`config.mk`:
```
export PLATFORM = sky130hd
export DESIGN_NAME = uart_rsp_tx
export DESIGN_NICKNAME = d
export VERILOG_FILES = /design/src/rtl/uart_rsp_tx.sv
export SDC_FILE = /design/constraint.sdc
export NUM_CORES = 1
export LEC_CHECK = 0
export ABC_AREA = 1
export CORE_ASPECT_RATIO = 0.9
export CORE_MARGIN = 2
export CORE_UTILIZATION = 39
export DETAILED_ROUTE_END_ITERATION = 10
export DONT_BUFFER_PORTS = 1
export MAX_ROUTING_LAYER = met4
export PLACE_DENSITY_LB_ADDON = 0.25
export SYNTH_ARGS = -nofsm -noshare
export SYNTH_HDL_FRONTEND = slang
export SYNTH_SLANG_ARGS = --single-unit
```
`constraint.sdc`:
```
create_clock -name clk -period 3.7 [get_ports clk]
set_clock_uncertainty 0.1 [all_clocks]
set_input_delay 0.37 -clock clk [delete_from_list [all_inputs] [get_ports clk]]
set_output_delay 0.37 -clock clk [all_outputs]
set_load 0.05 [all_outputs]
```
`src/rtl/uart_rsp_tx.sv`:
```
// uart_rsp_tx: frames a tagged 16-bit response as '!', tag, data hi, data lo and sends it 8N1, LSB first.
// Latency: start bit begins on the accepting edge; rsp_done pulses 40*CLKS_PER_BIT cycles later.
// Backpressure: rsp_ready is high only while idle; the source holds rsp_valid until accepted.
module uart_rsp_tx #(
    parameter int         CLKS_PER_BIT = 434,
    parameter logic [7:0] MGU_TAG      = 8'h4D,
    parameter logic [7:0] GNU_TAG      = 8'h47
) (
    input  logic        clk,
    input  logic        rst_n,
    input  logic        rsp_valid,
    input  logic        rsp_sel,
    input  logic [15:0] rsp_data,
    output logic        rsp_ready,
    output logic        oData,
    output logic        tx_active,
    output logic        rsp_done
);
    localparam int            CW      = (CLKS_PER_BIT > 1) ? $clog2(CLKS_PER_BIT) : 1;
    localparam logic [CW-1:0] CNT_MAX = CW'(CLKS_PER_BIT - 1);
    localparam logic [CW-1:0] CNT_ONE = CW'(1);

    typedef enum logic [2:0] {IDLE, START, DATA, STOP, DONE} state_t;

    state_t        state;
    logic [CW-1:0] clk_cnt;
    logic [2:0]    bit_idx;
    logic [1:0]    byte_idx;
    logic [31:0]   frame;
    logic [7:0]    cur_byte;
    logic [2:0]    nxt_bit;
    logic          bit_end;

    // byte 0 ('!') sits in the top byte of the frame register
    always_comb begin
        cur_byte = frame[{~byte_idx, 3'b000} +: 8];
        nxt_bit  = bit_idx + 3'd1;
        bit_end  = (clk_cnt == CNT_MAX);
    end

    always_ff @(posedge clk or negedge rst_n) begin
        if (!rst_n) begin
            state     <= IDLE;
            clk_cnt   <= '0;
            bit_idx   <= '0;
            byte_idx  <= '0;
            frame     <= '0;
            rsp_ready <= 1'b0;
            oData     <= 1'b1;
            tx_active <= 1'b0;
            rsp_done  <= 1'b0;
        end else begin
            case (state)
                IDLE: begin
                    oData     <= 1'b1;
                    tx_active <= 1'b0;
                    rsp_done  <= 1'b0;
                    clk_cnt   <= '0;
                    if (rsp_valid && rsp_ready) begin
                        frame     <= {8'h21, (rsp_sel ? GNU_TAG : MGU_TAG), rsp_data};
                        byte_idx  <= 2'd0;
                        state     <= START;
                        oData     <= 1'b0;
                        tx_active <= 1'b1;
                        rsp_ready <= 1'b0;
                    end else begin
                        rsp_ready <= 1'b1;
                    end
                end
                START: begin
                    if (bit_end) begin
                        clk_cnt <= '0;
                        bit_idx <= 3'd0;
                        oData   <= cur_byte[0];
                        state   <= DATA;
                    end else begin
                        clk_cnt <= clk_cnt + CNT_ONE;
                    end
                end
                DATA: begin
                    if (bit_end) begin
                        clk_cnt <= '0;
                        if (bit_idx == 3'd7) begin
                            oData <= 1'b1;
                            state <= STOP;
                        end else begin
                            bit_idx <= nxt_bit;
                            oData   <= cur_byte[nxt_bit];
                        end
                    end else begin
                        clk_cnt <= clk_cnt + CNT_ONE;
                    end
                end
                STOP: begin
                    if (bit_end) begin
                        clk_cnt <= '0;
                        if (byte_idx == 2'd3) begin
                            oData     <= 1'b1;
                            tx_active <= 1'b0;
                            rsp_done  <= 1'b1;
                            state     <= DONE;
                        end else begin
                            byte_idx <= byte_idx + 2'd1;
                            oData    <= 1'b0;
                            state    <= START;
                        end
                    end else begin
                        clk_cnt <= clk_cnt + CNT_ONE;
                    end
                end
                DONE: begin
                    rsp_done  <= 1'b0;
                    oData     <= 1'b1;
                    tx_active <= 1'b0;
                    rsp_ready <= 1'b1;
                    state     <= IDLE;
                end
                default: begin
                    state     <= IDLE;
                    oData     <= 1'b1;
                    tx_active <= 1'b0;
                    rsp_done  <= 1'b0;
                    rsp_ready <= 1'b0;
                end
            endcase
        end
    end
endmodule

```
; ---- Word level (Yosys, flattened, before mapping)
; Cells that the tools add are included.
; Widths: inputs -> output; s select.
[word_totals]
reg_bits = 46
wordCells = 79
output_inout_bits = 4
[op_classes]
n_lt_le_gt_ge = 1
n_bitwise = 2
n_mux = 35
add_sub_neg = 3
shift = 1
reduce_logical = 13
eq_ne = 15
[ops]
columns = op, count
row1 = $shiftx 32x6->8, 1
row2 = $mux 3, 9
row3 = $pmux 9 s2, 1
row4 = $ne 2x2->1 const B, 8
row5 = $mux 1, 12
row6 = $pmux 3 s4, 1
row7 = $add 9x1->9 const B, 1
row8 = $eq 9x9->1 const B, 1
row9 = $mux 9, 1
row10 = $reduce_and 4->1, 2
row11 = $eq 3x2->1 const B, 2
row12 = $eq 3x3->1 const B, 2
row13 = $mux 2, 3
row14 = $pmux 1 s3, 2
row15 = $pmux 3 s2, 1
row16 = $reduce_and 3->1, 2
row17 = $reduce_bool 2->1, 3
row18 = $reduce_and 5->1, 1
row19 = $lt 3x4->1 const B, 1
row20 = $mux 4, 1
row21 = $pmux 1 s4, 1
row22 = $pmux 2 s2, 1
row23 = $add 3x1->3 const B, 1
row24 = $bmux 1 s3, 1
row25 = 11 further kinds, 11

; ---- Depth between registers and ports, before layout
; Gate-level depths: netlist of the first run.
[depth]
ltp_word = 7
mapped_depth = 10
depth_no_buf = 10

; ---- Least setup slack after synthesis of the first run
; OpenSTA, ideal clock, no wires.
[synth_timing]
path_type = flip-flop to flip-flop
startpoint = register rsp_ready
endpoint = register state[0]
synth_period_minus_slack_ps = 1576
setup_slack_ps = 2124
setup_ps = 125
t_arrival_ps = 1352
path_stages_with_launch = 7
path_cell_list = dfrtp_1 > nand2_1 > nand3_1 > nand2_1 > or2_4 > nand2_1 > o21ai_2
[synth_via]
elab_chain_len = 3
[synth_lines]
columns = element, line
row1 = start: declaration, 14  ; output logic rsp_ready,
row2 = start signal: assignment, 48  ; rsp_ready <= 1'b0;
row3 = start signal: assignment, 65  ; rsp_ready <= 1'b0;
row4 = start signal: assignment, 67  ; rsp_ready <= 1'b1;
row5 = $logic_and 1x1->1, 59  ; if (rsp_valid && rsp_ready) begin
row6 = $ne 2x2->1 (no line), -
row7 = $reduce_and 5->1 (no line), -
row8 = end signal: assignment, 62  ; state <= START;
row9 = end signal: assignment, 75  ; state <= DATA;
row10 = end signal: assignment, 85  ; state <= STOP;
row11 = end: declaration, 25  ; state_t state;
; No other way between the ends.
; A chain may end at the register's enable or synchronous reset.

; ---- Worst setup path after layout of the first run
[layout_timing]
startpoint = register rsp_ready
endpoint = register frame[9]
[layout_via]
elab_chain_len = 2
[layout_lines]
columns = element, line
row1 = $logic_and 1x1->1, 59
row2 = $reduce_and 2->1 (no line), -
row3 = end signal: assignment, 60  ; frame <= {8'h21, (rsp_sel ? GNU_TAG : MGU_TAG), rsp_data};
row4 = end: declaration, 29  ; logic [31:0] frame;
; No other way between the ends.

==> out/results.tsv, run 1 <==
stage	metric	value	unit
synth	Yosys cell types	31	
critical_path	Worst Setup End Kind	flip-flop	
clock_tree	CTS Buf Count	5	
global_routing	vias in the first global route	1578	
clock_tree	clock-pin slew on the worst setup and hold paths	80	ps
global_routing	grt ovf	0	
cells_and_area	Area Overhead vs Synth	8.90	%
die	Starting Density	41.1	%
sta	fin crit share	57.5	%
clock_tree	cts repair resizes	0	
synth	Synth Warn #	0	
cells_and_area	filler instances	511	
synth	Post-Syn Nets	284	
flow_run	max-cap violation count	0	
placed_design	PortBufs	0	
route	DRC Markers	0	
clock_tree	# Post-CTS Setup Buffers	0	
route	DR WL met3	211	µm
cells_and_area	antenna cell count	0	
placed_design	dpl hpwl	2860	µm
critical_path	CP Class	flip-flop to flip-flop	
critical_path	critical path arrival	2210	ps
run_status	status	finished clean	
clock_tree	clock sink count	40	
synth	Mapped Area	0.00204	mm²
die	die width	80.2	µm
clock_tree	Root Buffer	clkbuf_8	
route	met2 WL	1810	µm
synth	FF+latch count, synth	40	
die	die area	0.00582	mm²
cells_and_area	Reg area	0.00100	mm²
route	final WL	4120	µm
synth	compound-cell area share of the yosys netlist	10.4	%
synth	post-synthesis xor/xnor area fraction	1.29	%
sta	max-slew violation count	0	
clock_tree	Clk Latency, worst-skew pair	290	ps
route	Initial DRT Pass Iterations	5	
sta	Final Hold Viols	0	
route	Met1 Wirelength	2060	µm
route	uppermost layer routed	met4	
clock_tree	CTS tree	built	
die	I/O pins	24	
placed_design	Final GP Congestion	0.821	
power	areal power density over the cells	728	mW/mm²
synth	mean area per synthesized cell	7.87	µm²
power	P_leak	1.04	nW
cells_and_area	share of post-route cells with drive strength above 1	8.40	%
die	die height	72.6	µm
route	routed len/inst	12.6	µm
route	drt via density	4.99	
global_routing	pin count of the biggest net entering global routing	41	
critical_path	Setup crit start kind	flip-flop	
route	initial drt markers	114	
min_path	Hold Crit Class	input port to flip-flop	
global_routing	gr usage total	16.3	%
die	site row count	24	
critical_path	worst path required time	3790	ps
clock_tree	H-tree level count	2	
critical_path	crit-path max FO	28	
sta	Worst Tran Pin Value	584	ps
synth	mux contribution to synthesized area	0	%
cells_and_area	fin nets	286	
sta	Min Hold Slack	90.3	ps
die	placeable core region	0.00495	mm²
route	routed vias	1632	
sta	Final Critical Period	2130	ps
sta	Fmax achieved	470	MHz
global_routing	first-pass GRT wire length	7160	µm
sta	RSZ-0062 raised after global routing	false	
cells_and_area	area of the multi-input gates	893	µm²
power	Max VDD drop	0.404	mV
synth	combinational family with the most area after synthesis	simple AND/OR/NAND/NOR gates	
sta	TNS Setup	0	ps
clock_tree	hold buffers post-CTS	2	
sta	final setup fails	0	
global_routing	initial antenna violation count	0	
sta	Slew headroom	60.9	%
synth	Synth Area in Simple Gates	29.0	%
synth	Post-Synth Adder-Cell Area	3.07	%
clock_tree	clk buf depth	2	
route	Routed Antenna Nets	0	
synth	Seq/Total Area, Yosys	49.2	%
synth	Cells after Synth	259	
-- registers in the layout, indices dropped and copies added, names as in the netlist, 2 cells and up --
signal and flops:
bit_idx 3, byte_idx 2, clk_cnt 9, frame 19, state 3
-- layout make-up --
type / count / area share [%]
Timing Repair Buffer: 2 / 1.35
Clock buffer: 6 / 3.27
Sequential cell: 40 / 45.2
Inverter: 28 / 4.74
Multi-Input combinational cell: 184 / 40.2
Tap cell: 65 / 3.66
Clock inverter: 2 / 1.58
-- kinds of logic after synthesis --
family          after synthesis
buf+inv                      35
xor+xnor                      3
compound gates               37
simple gates                139
fa+ha+maj                     5
flops                        40
-- cell usage after synthesis --
cell,count,area share (%)
a21oi_1,7,1.7
o32ai_1,1,0.43
o21ai_2,3,1.3
xor2_1,2,0.86
nand2_1,88,16
o21ai_0,14,3.4
ha_1,5,3.1
nand3_1,25,6.1
o22ai_1,3,0.92
nor3b_1,1,0.37
buf_2,6,1.5
clkinv_1,1,0.18
or2_4,1,0.43
nor2_4,1,0.55
inv_2,4,0.74
dfrtp_1,39,48
o31ai_1,1,0.37
nand2_2,1,0.31
nand4_1,1,0.31
buf_4,1,0.37
a31oi_1,1,0.31
o211ai_1,1,0.37
inv_1,23,4.2
nor3_1,2,0.49
o21a_1,1,0.37
o21ai_1,5,1.2
or2_2,1,0.31
xnor2_1,1,0.43
dfstp_2,1,1.3
nor3_2,2,0.98
nor2_1,16,2.9
-- where the power goes --
part	internal [mW]	switching [mW]
registers	0.584	0.163
logic	0.182	0.332
clock network	0.200	0.155
-- worst max-delay path, cell delays in order (launching register included) --
cell,delay (ps)
dfrtp_1,650
nand2_1,200
nor2_4,520
inv_1,340
nand2_1,140
nand2_1,60
-- metrics by stage --
stage	utilization (%)	setup slack (ps)	total power, mW	cell area [µm²]	cells
floorplan	-	2120	1.16	2040	259
global placement	42.0	1600	1.25	2080	317
detailed placement	42.0	1550	1.26	2080	317
CTS	44.8	1530	1.63	2220	327
global route	44.8	1350	1.75	2220	327
finish	44.8	1570	1.62	2220	327
-- final timing paths --
check,startpoint,endpoint,slack (ps),depth (start not counted)
min in group asynchronous,rst_n,clk_cnt[5]$_DFFE_PN0P_,430,2
worst max-delay path,rsp_ready$_DFFE_PN0N_,frame[9]$_DFFE_PN0P_,1570,5
worst min-delay path,rsp_data[11],frame[11]$_DFFE_PN0P_,90,2
max in group asynchronous,rst_n,oData$_DFFE_PN1P_,2810,2
worst max register to register,rsp_ready$_DFFE_PN0N_,frame[9]$_DFFE_PN0P_,1570,5
worst min register to register,frame[1]$_DFFE_PN0P_,frame[1]$_DFFE_PN0P_,380,2
-- cell usage in the layout, fill, tap and decap left out, types with 2 or more instances in the layout --
cell      netlist  routed
a21oi_1         7       7
nor2_1         16      16
nand2_1        88      88
ha_1            5       5
o21ai_2         3       3
inv_1          23      23
o21ai_1         5       5
clkbuf_8        0       5
xor2_1          2       2
inv_2           4       4
dfrtp_1        39      39
nor3_2          2       2
o21ai_0        14      14
nor3_1          2       2
nand3_1        25      25
o22ai_1         3       3
-- routing by layer --
| metal | vias up | global-route usage [%] |
|---|---|---|
| li1 | 836 | - |
| met1 | 747 | 21.7 |
| met2 | 44 | 24.9 |
| met3 | 5 | 3.84 |
| met4 | 0 | 5.08 |
| met5 | - | - |
Note: power is estimated with default switching activity, not from simulation.
==> inputs of run 2 (changes only) <==
==> constraint.sdc (replaced) <==
create_clock -name clk -period 1.9 [get_ports clk]
set_clock_uncertainty 0.1 [all_clocks]
set_input_delay 0.19 -clock clk [delete_from_list [all_inputs] [get_ports clk]]
set_output_delay 0.19 -clock clk [all_outputs]
set_load 0.05 [all_outputs]
==> run 2 against run 1 <==
Against the previous run: routed wire length increased by 2.5%; critical path depth increased by 3; clock power grew 63%; flip-flop and latch count unchanged; final cell count grew 7.0%; via count is 4.0% higher; highest routed layer unchanged.
==> out/results.tsv, run 2 (same netlist as run 1, synthesis figures left out) <==
stage	metric	value	unit	change
run_status	status	finished clean		unchanged
power	Max VDD drop	0.608	mV	was 0.404 mV
power	areal power density over the cells	1300	mW/mm²	was 728 mW/mm²
min_path	Hold Crit Class	input port to flip-flop		unchanged
route	drt via density	4.85		was 4.99
clock_tree	clk buf depth	2		unchanged
sta	Final Hold Viols	0		unchanged
route	routed len/inst	12.1	µm	was 12.6 µm
die	die width	80.2	µm	unchanged
die	Starting Density	41.1	%	unchanged
critical_path	critical path arrival	1720	ps	was 2210 ps
sta	Worst Tran Pin Value	478	ps	was 584 ps
cells_and_area	Area Overhead vs Synth	18.6	%	was 8.90%
clock_tree	cts repair resizes	0		unchanged
global_routing	pin count of the biggest net entering global routing	41		unchanged
route	DRC Markers	0		unchanged
critical_path	Worst Setup End Kind	flip-flop		unchanged
sta	RSZ-0062 raised after global routing	false		unchanged
cells_and_area	Largest regs	frame: 19 flops, clk_cnt: 9 flops		unchanged
global_routing	first-pass GRT wire length	7410	µm	was 7160 µm
clock_tree	H-tree level count	2		unchanged
route	Routed Antenna Nets	0		unchanged
sta	Fmax achieved	605	MHz	was 470 MHz
critical_path	worst path required time	1970	ps	was 3790 ps
flow_run	max-cap violation count	0		unchanged
clock_tree	clock-pin slew on the worst setup and hold paths	80	ps	about the same
global_routing	gr usage total	16.6	%	was 16.3%
route	routed vias	1698		was 1,632
sta	TNS Setup	0	ps	unchanged
placed_design	PortBufs	0		unchanged
die	placeable core region	0.00495	mm²	unchanged
cells_and_area	Most flops, register	frame		unchanged
sta	Final Critical Period	1650	ps	was 2130 ps
global_routing	grt ovf	0		unchanged
placed_design	dpl hpwl	2960	µm	was 2860 µm
clock_tree	Root Buffer	clkbuf_8		unchanged
placed_design	Final GP Congestion	0.910		was 0.821
power	Pwr Total	3.14	mW	was 1.62 mW
sta	final setup fails	0		unchanged
global_routing	vias in the first global route	1676		was 1,578
clock_tree	CTS Buf Count	5		unchanged
clock_tree	# Post-CTS Setup Buffers	0		unchanged
die	site row count	24		unchanged
sta	Slew headroom	68.1	%	was 60.9%
sta	fin crit share	87.0	%	was 57.5%
route	Initial DRT Pass Iterations	4		was 5
sta	max-slew violation count	0		unchanged
critical_path	Setup crit start kind	flip-flop		unchanged
clock_tree	CTS tree	built		unchanged
power	P_leak	1.13	nW	was 1.04 nW
cells_and_area	most frequent cells in the layout	88 x nand2_1, 39 x dfrtp_1, 25 x nand3_1		unchanged
cells_and_area	fin nets	309		was 286
cells_and_area	max FFs per register	19		unchanged
cells_and_area	antenna cell count	0		unchanged
critical_path	CP Class	flip-flop to flip-flop		unchanged
critical_path	crit-path max FO	12		was 28
route	final WL	4230	µm	was 4120 µm
clock_tree	clock sink count	40		unchanged
cells_and_area	commonest non-fill, non-tap cell in the layout	nand2_1		unchanged
die	die height	72.6	µm	unchanged
clock_tree	Clk Latency, worst-skew pair	280	ps	was 290 ps
die	die area	0.00582	mm²	unchanged
global_routing	initial antenna violation count	0		unchanged
die	I/O pins	24		unchanged
route	initial drt markers	39		was 114
cells_and_area	share of post-route cells with drive strength above 1	9.47	%	was 8.40%
run 2: cell count changes in the layout (fill, tap and decap cells not counted), sizes merged:
cell / previous run / this run
dlygate4sd3: 1 / 18
buf: 1 / 7
clkbuf: 6 / 8
bufinv: 1 / 0
clkinv: 2 / 1
run 2: worst max-delay path: stages (launching register included):
cell and delay (ps):
dfrtp_1 440, inv_2 140, nand3_1 160, inv_2 80, o21ai_2 150, nand2_1 80, or2_4 260, nand2_1 80
o21ai_2 50
run 2: through the flow:
stage	std cells	utilization [%]	hold slack [ps]	cell area (µm²)	setup WS (ps)
2_1_floorplan	259	-	-206	2040	324
3_3_place_gp	323	42.9	-205	2130	239
3_5_place_dp	323	42.9	-204	2130	261
4_1_cts	350	48.8	164	2420	247
5_1_grt	350	48.8	177	2420	97.1
6_report	350	48.8	159	2420	246
run 2: final timing paths:
path | start | endpoint | cells past startpoint | slack (ps)
worst max-delay path | state[2]$_DFFE_PN0P_ | state[0]$_DFFE_PN0P_ | 8 | 250
worst min-delay path | rsp_valid | frame[14]$_DFFE_PN0P_ | 4 | 160
worst max register to register | state[2]$_DFFE_PN0P_ | state[0]$_DFFE_PN0P_ | 8 | 250
worst min register to register | frame[5]$_DFFE_PN0P_ | frame[5]$_DFFE_PN0P_ | 2 | 380
max in group asynchronous | rst_n | oData$_DFFE_PN1P_ | 2 | 1180
min in group asynchronous | rst_n | clk_cnt[4]$_DFFE_PN0P_ | 2 | 260
run 2: repair_timing:
item	CTS	global route
endpoints found under the hold margin	58	0
hold buffers	19	0
setup endpoints to repair	0	0
run 2: layout make-up:
class,count,area [µm²]
Fill cell,511,2540
Sequential cell,40,1000
Multi-Input combinational cell,184,893
Timing Repair Buffer,25,245
Inverter,28,105
Clock buffer,8,90.1
Tap cell,65,81.3
run 2: power breakdown:
part	switching, mW	total (mW)	internal (mW)
clock network	0.280	0.577	0.296
registers	0.249	1.39	1.14
logic	0.735	1.18	0.441
run 2: metal layers:
metal	global-route usage, %	vias to the layer above	wire [µm]
li1	-	884	-
met1	21.3	774	2050
met2	27.4	38	1990
met3	3.71	2	165
met4	2.82	0	18
met5	-	-	0
==> inputs of run 3 (changes only) <==
--- a/config.mk
+++ b/config.mk
@@ -9,6 +9,7 @@
 export CORE_ASPECT_RATIO = 0.9
 export CORE_MARGIN = 2
 export CORE_UTILIZATION = 39
+export CTS_BUF_LIST = sky130_fd_sc_hd__clkbuf_16
 export DETAILED_ROUTE_END_ITERATION = 10
 export DONT_BUFFER_PORTS = 1
 export MAX_ROUTING_LAYER = met4
==> run 3 against run 2 <==
Against the previous run: clock power is 34% higher; final area is 1.9% higher; core utilization is 0.93 points higher; worst setup slack worse by 6.0 ps; combinational power hardly changed; sequential share of layout area is 0.78 points lower; die area stayed put; final cell count stayed put; global-route usage is 0.30 points higher; fmax is 0.36% lower; first-iteration DRC count stayed put; count of clock-buffer cells in the layout is 3 lower; critical path type unchanged; largest cell class unchanged; largest power group unchanged.
==> out/results.tsv, run 3 (same netlist as run 1, synthesis figures left out) <==
stage	metric	value	unit	change
route	DRC Markers	0		unchanged
power	P_leak	1.16	nW	was 1.13 nW
cells_and_area	Most flops, register	frame		unchanged
die	die height	72.6	µm	unchanged
clock_tree	H-tree level count	2		unchanged
placed_design	PortBufs	0		unchanged
cells_and_area	fin nets	309		unchanged
sta	Slew headroom	68.3	%	was 68.1%
cells_and_area	commonest non-fill, non-tap cell in the layout	nand2_1		unchanged
clock_tree	clock-pin slew on the worst setup and hold paths	60	ps	was 80 ps
sta	fin crit share	87.4	%	was 87.0%
clock_tree	CTS Buf Count	5		unchanged
clock_tree	clk buf depth	2		unchanged
cells_and_area	share of post-route cells with drive strength above 1	9.12	%	was 9.47%
global_routing	grt ovf	0		unchanged
sta	final setup fails	0		unchanged
critical_path	CP peak stage delay	400	ps	was 440 ps
route	met2 WL	2040	µm	was 1990 µm
critical_path	CP Class	flip-flop to flip-flop		unchanged
placed_design	Cell Area, Placed	0.00213	mm²	unchanged
clock_tree	clock sink count	40		unchanged
run_status	status	finished clean		unchanged
route	Initial DRT Pass Iterations	4		unchanged
clock_tree	# Post-CTS Setup Buffers	0		unchanged
critical_path	crit-path most repeated cell	nand2_1		
route	Routed Antenna Nets	0		unchanged
cells_and_area	Layout Cell Area excl Fill	0.00246	mm²	was 0.00242 mm²
global_routing	first-pass GRT wire length	7470	µm	was 7410 µm
clock_tree	Root Buffer	clkbuf_16		was clkbuf_8
cells_and_area	max FFs per register	19		unchanged
clock_tree	CTS tree	built		unchanged
critical_path	Worst Setup End Kind	flip-flop		unchanged
global_routing	vias in the first global route	1681		was 1,676
route	uppermost layer routed	met4		unchanged
sta	Final Critical Period	1660	ps	was 1650 ps
route	drt via density	4.89		was 4.85
die	placeable core region	0.00495	mm²	unchanged
flow_run	max-cap violation count	0		unchanged
route	final WL	4280	µm	was 4230 µm
global_routing	initial antenna violation count	0		unchanged
global_routing	pin count of the biggest net entering global routing	41		unchanged
sta	Final Hold Viols	0		unchanged
route	routed len/inst	12.2	µm	was 12.1 µm
route	initial drt markers	39		unchanged
die	site row count	24		unchanged
cells_and_area	Largest regs	frame: 19 flops, clk_cnt: 9 flops		unchanged
placed_design	Final GP Congestion	0.910		unchanged
critical_path	Setup crit start kind	flip-flop		unchanged
sta	TNS Setup	0	ps	unchanged
sta	max-slew violation count	0		unchanged
clock_tree	Clk Latency, worst-skew pair	270	ps	was 280 ps
route	routed vias	1712		was 1,698
critical_path	crit path cell chain	inv_1, ha_1, nand2_1, inv_1, nand3_1, o21ai_2, nand2_1, or2_4, nand2_1, o21ai_2		was inv_2, nand3_1, inv_2, o21ai_2, nand2_1, or2_4, nand2_1, o21ai_2
cells_and_area	antenna cell count	0		unchanged
critical_path	Crit-path slowest cell	dfrtp_1		unchanged
critical_path	worst path required time	1950	ps	was 1970 ps
route	DR WL met3	157	µm	was 165 µm
cells_and_area	most frequent cells in the layout	88 x nand2_1, 39 x dfrtp_1, 25 x inv_1, 25 x nand3_1, 18 x dlygate4sd3_1		was 88 x nand2_1, 39 x dfrtp_1, 25 x nand3_1
sta	Worst Tran Pin Value	476	ps	was 478 ps
min_path	Hold Crit Class	input port to flip-flop		unchanged
placed_design	dpl hpwl	2960	µm	unchanged
cells_and_area	Area Overhead vs Synth	20.9	%	was 18.6%
critical_path	critical path arrival	1710	ps	was 1720 ps
critical_path	crit-path max FO	5		was 12
power	Max VDD drop	0.613	mV	was 0.608 mV
route	Met1 Wirelength	2050	µm	about the same
die	Starting Density	41.1	%	unchanged
power	areal power density over the cells	1360	mW/mm²	was 1300 mW/mm²
die	I/O pins	24		unchanged
sta	RSZ-0062 raised after global routing	false		unchanged
sta	Fmax achieved	602	MHz	was 605 MHz
die	die width	80.2	µm	unchanged
die	die area	0.00582	mm²	unchanged
global_routing	gr usage total	16.9	%	was 16.6%
[run 3: changes by cell type in the layout (fill, tap and decap cells not counted), sizes merged]
cell / change
clkbuf: -3
clkinv: +1
inv: +2
[run 3: metal layers]
layer | track usage (%) | vias up
met2 | 28.1 | 36
met1 | 21.1 | 785
met4 | 3.95 | 0
met3 | 3.71 | 4
met5 | - | -
li1 | - | 887
[run 3: per-stage QoR]
step                      total power [mW]  hold slack, ps  setup slack (ps)  instances  utilization, %
after floorplan                       2.25            -206               324        259               -
after global placement                2.52            -205               239        323            42.9
after detailed placement              2.53            -204               261        323            42.9
after CTS                             3.38             194               244        350            49.7
after global routing                  3.63             210               103        350            49.7
final                                 3.34             187               240        350            49.7
[run 3: layout make-up]
cell class                      instances  area, µm²
Sequential cell                        40       1000
Fill cell                             504       2490
Timing Repair Buffer                   25        245
Clock inverter                          3       11.3
Tap cell                               65       81.3
Multi-Input combinational cell        184        893
Inverter                               28        105
Clock buffer                            5        125
[run 3: worst paths after layout]
kind,startpoint,endpoint,slack [ps],depth (start not counted)
min in group asynchronous,rst_n,clk_cnt[4]$_DFFE_PN0P_,270,2
max in group asynchronous,rst_n,oData$_DFFE_PN1P_,1170,2
hold / removal,rsp_valid,frame[6]$_DFFE_PN0P_,190,4
setup reg to reg,clk_cnt[1]$_DFFE_PN0P_,state[0]$_DFFE_PN0P_,240,10
setup / recovery,clk_cnt[1]$_DFFE_PN0P_,state[0]$_DFFE_PN0P_,240,10
hold reg to reg,frame[5]$_DFFE_PN0P_,frame[5]$_DFFE_PN0P_,370,2
[run 3: critical path, delay by kind of cell, from the launching register on]
family / cells / cell delay (ps)
AO/OA/AOI/OAI: 2 / 160
adder cells (fa/ha/maj): 1 / 130
buffers and inverters: 2 / 130
flip-flops: 1 / 400
AND/OR/NAND/NOR: 5 / 630
[run 3: power by group]
part	internal (mW)	leakage (nW)	switching (mW)
combinational	0.440	0.574	0.739
sequential	1.14	0.510	0.249
clock	0.472	0.0738	0.302
[run 3: repair_timing]
action                                 4_1_cts  5_1_grt
hold buffers                                19        0
resized for setup                            0        0
endpoints found under the hold margin       58        0
